===== src/rtl/flash_boot_loader.sv =====
// Boot-time loader: reads an image from SPI flash (READ 0x03, mode 0) and writes it
// byte by byte into SRAM, holding the 6502 in reset until the copy is complete.
module flash_boot_loader #(
    parameter logic [23:0] FLASH_ADDR = 24'h000000,
    parameter logic [18:0] LOAD_ADDR  = 19'h7F000,
    parameter int unsigned LENGTH     = 4096,
    parameter int unsigned SCK_DIV    = 2
) (
    input  logic        clock,
    input  logic        reset,
    input  logic        start,
    output logic        flash_cs_n,
    output logic        flash_sck,
    output logic        flash_mosi,
    input  logic        flash_miso,
    output logic [18:0] mem_addr,
    output logic [7:0]  mem_data,
    output logic        mem_we,
    input  logic        mem_ready,
    output logic        busy,
    output logic        done,
    output logic        cpu_reset
);

    typedef enum logic [2:0] {
        S_IDLE,
        S_CMD,
        S_ADDR,
        S_DATA,
        S_WRITE,
        S_DONE
    } state_t;

    localparam int CNT_W = (LENGTH > 0) ? $clog2(LENGTH + 1) : 1;
    localparam int DIV_W = (SCK_DIV > 1) ? $clog2(SCK_DIV) : 1;
    localparam logic [CNT_W-1:0] LAST_CNT = CNT_W'(LENGTH - 1);
    localparam logic [DIV_W-1:0] DIV_LAST = DIV_W'(SCK_DIV - 1);

    state_t             state_q;
    state_t             state_d;
    logic               sck_q;
    logic [DIV_W-1:0]   div_cnt;
    logic [4:0]         bit_cnt;
    logic [4:0]         phase_last;
    logic [31:0]        tx_shift;
    logic [7:0]         rx_shift;
    logic [CNT_W-1:0]   byte_cnt;
    logic               shifting;
    logic               div_tc;
    logic               sck_rise;
    logic               sck_fall;
    logic               phase_end;
    logic               last_byte;

    assign shifting  = (state_q == S_CMD) || (state_q == S_ADDR) || (state_q == S_DATA);
    assign div_tc    = shifting && (div_cnt == DIV_LAST);
    assign sck_rise  = div_tc && !sck_q;
    assign sck_fall  = div_tc && sck_q;
    assign phase_end = sck_fall && (bit_cnt == phase_last);
    assign last_byte = (byte_cnt == LAST_CNT);
    assign flash_sck = sck_q;

    // A phase ends on the falling SCK edge of its final bit, so SCK is already low on entry to WRITE.
    always_comb begin
        phase_last = 5'd7;
        if (state_q == S_ADDR) phase_last = 5'd23;
    end

    always_ff @(posedge clock) begin
        // NOTE: sequential state uses non-blocking assignments so every register samples pre-edge values.
        if (reset) state_q <= S_IDLE;
        else       state_q <= state_d;
    end

    always_comb begin
        // NOTE: default assignment first, so no path through the case leaves state_d unassigned (no latch).
        state_d = state_q;
        unique case (state_q)
            S_IDLE:  if (start) state_d = (LENGTH > 0) ? S_CMD : S_DONE;
            S_CMD:   if (phase_end) state_d = S_ADDR;
            S_ADDR:  if (phase_end) state_d = S_DATA;
            S_DATA:  if (phase_end) state_d = S_WRITE;
            S_WRITE: if (mem_ready) state_d = last_byte ? S_DONE : S_DATA;
            S_DONE:  state_d = S_DONE;
            default: state_d = S_IDLE;
        endcase
    end

    always_ff @(posedge clock) begin
        if (reset) begin
            sck_q    <= 1'b0;
            div_cnt  <= '0;
            bit_cnt  <= '0;
            tx_shift <= '0;
            rx_shift <= '0;
            byte_cnt <= '0;
            mem_addr <= LOAD_ADDR;
            mem_data <= '0;
        end else begin
            if (state_q == S_IDLE && start) begin
                tx_shift <= {8'h03, FLASH_ADDR};
            end
            // Outside CMD/ADDR/DATA the divider idles at zero, so SCK stays low through WRITE.
            if (shifting) begin
                div_cnt <= div_tc ? '0 : div_cnt + 1'b1;
                if (div_tc)   sck_q    <= ~sck_q;
                if (sck_rise) rx_shift <= {rx_shift[6:0], flash_miso};
                if (sck_fall) begin
                    tx_shift <= {tx_shift[30:0], 1'b0};
                    bit_cnt  <= phase_end ? '0 : bit_cnt + 1'b1;
                end
                if (phase_end && state_q == S_DATA) mem_data <= rx_shift;
            end
            if (state_q == S_WRITE && mem_ready) begin
                mem_addr <= mem_addr + 1'b1;
                byte_cnt <= byte_cnt + 1'b1;
            end
        end
    end

    always_comb begin
        flash_cs_n = 1'b1;
        flash_mosi = 1'b0;
        mem_we     = 1'b0;
        busy       = 1'b0;
        done       = 1'b0;
        cpu_reset  = 1'b1;
        unique case (state_q)
            S_CMD, S_ADDR: begin
                flash_cs_n = 1'b0;
                flash_mosi = tx_shift[31];
                busy       = 1'b1;
            end
            S_DATA: begin
                flash_cs_n = 1'b0;
                busy       = 1'b1;
            end
            S_WRITE: begin
                flash_cs_n = 1'b0;
                mem_we     = 1'b1;
                busy       = 1'b1;
            end
            S_DONE: begin
                done      = 1'b1;
                cpu_reset = 1'b0;
            end
            default: ;
        endcase
    end

endmodule


===== config.mk =====
export PLATFORM = sky130hd
export DESIGN_NAME = flash_boot_loader
export DESIGN_NICKNAME = d
export VERILOG_FILES = /design/src/rtl/flash_boot_loader.sv
export SDC_FILE = /design/constraint.sdc
export NUM_CORES = 1
export LEC_CHECK = 0
export CELL_PAD_IN_SITES_DETAIL_PLACEMENT = 1
export CELL_PAD_IN_SITES_GLOBAL_PLACEMENT = 2
export CORE_UTILIZATION = 35
export CTS_CLUSTER_SIZE = 16
export DETAILED_ROUTE_END_ITERATION = 8
export PLACE_DENSITY = 0.78
export SETUP_SLACK_MARGIN = 0.2
export SYNTH_ARGS = -nofsm -noshare
export SYNTH_HDL_FRONTEND = slang
export SYNTH_SLANG_ARGS = --single-unit

===== constraint.sdc =====
create_clock -name clock -period 2.4 [get_ports clock]
set_clock_uncertainty 0.1 [all_clocks]
set_input_delay 0.36 -clock clock [delete_from_list [all_inputs] [get_ports clock]]
set_output_delay 0.36 -clock clock [all_outputs]
set_load 0.02 [all_outputs]

==> results.ini <==
[flow_run]
drv_cap = 0

[routing]
vias = 3064
drc_errors = 0
firstDrtPassIters = 4
ant_nets = 0
drt_iter0_drc = 96
viasPerCell = 5.19
wire_per_inst_um = 14.2
finalWirelength_um = 8380

[final_layout]
area_delta_synth_final_pct = 21.5
diodes = 0
drive_above_1_share_pct = 9.69
fillers = 1203
multiInputGateArea_sq_um = 1760
layout.cells.non_filler = 590
postLayoutCellArea_sq_um = 4490
final-seq-area_sq_um = 1810
fin_nets = 457

[sta]
fin_setup_tns_ns = 0
rsz0062_at_grt = no
fmax_mhz = 475
hold_violations = 0
max_slew_margin_pct = 60.6
maxSlewViolCount = 0
hold-worst-slack_ns = 0.222
finalSetupViolCount = 0
post-route-period-util_pct = 87.7
tightest_slew_ns = 0.587
period_minus_slack_ns = 2.10

[cts]
cts_root_buffer = clkbuf_8
clock_sinks = 90
clkLatencyLatePin_ns = 0.36
cts_tree = done
htree_levels = 3
cts_max_path_buffers = 2
cts_buffers = 9
clkTransAtPathRegs_ns = 0.10

[floorplan]
rows = 37
ios = 39
die_h_um = 105
core-area_sq_um = 10300
dieWidth_um = 105
start_util_pct = 36.0
dieArea_sq_um = 11000

[synthesis]
yosys_warnings = 0
synth-edff-count = 0
ys.flop_type = dfxtp_1
synth.area.top_cells = dfxtp_1 49%, nor2_1 7.0%, a22oi_1 5.9%
yosysSeqAreaShare_pct = 48.7
syn-instance-count = 410
ys_seq_elements = 90
synth_area_per_cell_sq_um = 9.02
synth_top_area_share_pct = 48.7
synthDistinctLibCells = 43
synth.net_count = 418
async_flop_share_pct = 0
synth_most_common_cell = dfxtp_1
synthTopCellsByCount = 90 x dfxtp_1, 69 x nor2_1, 29 x a22oi_1
syn_area_sq_um = 3700
synth.largest_area_cell = dfxtp_1

[pwr]
p_per_area_nw_per_um2 = 599
leakage_nw = 1.67
peakVddDrop_mv = 0.300

[setup_path]
path_max_fanout = 8
worstPathRequired_ns = 1.94
start_kind = flop
arrival_ns = 1.64
path_class = flop to output port
critPathCaptureType = output port

[global_route]
use_met3_pct = 3.31
grt.busiest_layer = met2
met1_usage_pct = 20.2
grt_pass1_vias = 2997
grt_usage_pct = 16.4
antenna_found_initial = 0
grt_pass1_wl_um = 14400
met2_usage_pct = 27.6
grt_overflow = 0
grt_max_degree = 54

[hold_path]
holdCritPathClass = input port to flop

[placement]
gp_congestion = 0.740
dpl.cell_count = 574
portBuffers = 38
placed_area_sq_um = 4310
hpwlAfterDp_um = 5620

[run_status]
status = finished clean

==> cells by family after synthesis <==
| group | after synthesis | share of synthesized area [%] |
|---|---|---|
| DFF | 90 | 48.7 |
| AOI/OAI and AO/OA | 75 | 14.1 |
| muxes | 18 | 4.87 |
| adders and majority gates | 3 | 1.01 |
| xor gates and xnor gates | 21 | 4.97 |
| and+or+nand+nor | 161 | 22.0 |
| buffers and inverters | 42 | 4.36 |
==> critical path: stages (launching register included) <==
cell and delay, ns:
dfxtp_2 0.42, or3b_2 0.48, inv_1 0.08, clkdlybuf4s15_1 0.30
==> stage by stage <==
| stage | util (%) | worst slack [ns] | total power, mW |
|---|---|---|---|
| after CTS | 43.7 | 0.247 | 2.74 |
| after global placement | 41.9 | 0.0423 | 1.76 |
| after floorplan | - | 0.314 | 1.69 |
| final | 43.7 | 0.296 | 2.69 |
| after detailed placement | 41.9 | 0.0237 | 1.77 |
| after global routing | 43.7 | 0.216 | 2.82 |
==> cells in the final DEF (no fill, tap or decap), types with 2 or more instances in the layout <==
cell type,instances
mux2i_1,18
or4_1,6
or3_1,9
nand3_1,16
and2_1,3
nor3b_1,2
xor2_1,12
dlygate4sd2_1,5
nor4_1,4
clkbuf_8,9
o31ai_1,6
o21ai_0,8
nand2_1,15
buf_12,2
dfxtp_1,87
clkinv_4,2
nor3_1,4
clkdlybuf4s50_1,31
nand4_1,13
a211oi_1,5
a21oi_1,13
a21o_1,2
a22oi_1,29
a311oi_1,2
xnor2_1,9
ha_1,3
and4b_1,2
buf_4,15
and3_1,5
dfxtp_2,3
a211o_1,2
nor4b_1,2
nor2_1,69
and4_1,3
inv_1,15
==> what timing repair did <==
item,in CTS,in global routing
hold endpoints to repair,0,0
hold buffers,0,0
gates resized for setup,10,3
endpoints found under the setup margin,6,5
buffers inserted,0,0
==> sequential cells by signal (all words and copies together) (netlist names) <==
name       cells
mem_addr      19
state_q        3
bit_cnt        5
mem_data       8
flash_sck      1
byte_cnt      13
tx_shift      32
rx_shift       8
div_cnt        1
==> metal layers <==
metal | wire (um) | part of all wire (%)
met4 | 136 | 1.6
met2 | 4000 | 48
met3 | 219 | 2.6
met5 | 0 | 0
met1 | 4020 | 48
==> path summary, 6_finish.rpt <==
| kind | from | endpoint | slack (ns) | depth (start not counted) |
|---|---|---|---|---|
| worst max-delay path | state_q[2] | mem_we | 0.30 | 3 |
| worst min-delay path | reset | mem_addr[9] | 0.22 | 2 |
| worst max register to register | state_q[1] | mem_addr[18] | 0.43 | 4 |
| worst min register to register | tx_shift[24] | tx_shift[24] | 0.38 | 2 |
==> area by class of cell <==
cell class | count | area share (%)
clock inverter | 6 | 1.11
inverter | 15 | 1.25
multi-input combinational | 278 | 39.2
clock buffer | 10 | 2.84
timing repair buffer | 55 | 11.6
tap | 136 | 3.79
sequential | 90 | 40.2
==> power breakdown <==
| part | leakage (nW) | switching (mW) | internal (mW) | total, mW |
|---|---|---|---|---|
| clock network | 0.0888 | 0.572 | 0.390 | 0.962 |
| logic | 0.855 | 0.125 | 0.0757 | 0.200 |
| registers | 0.727 | 0.0215 | 1.51 | 1.53 |
No activity file was read; power rests on OpenSTA's default activity.
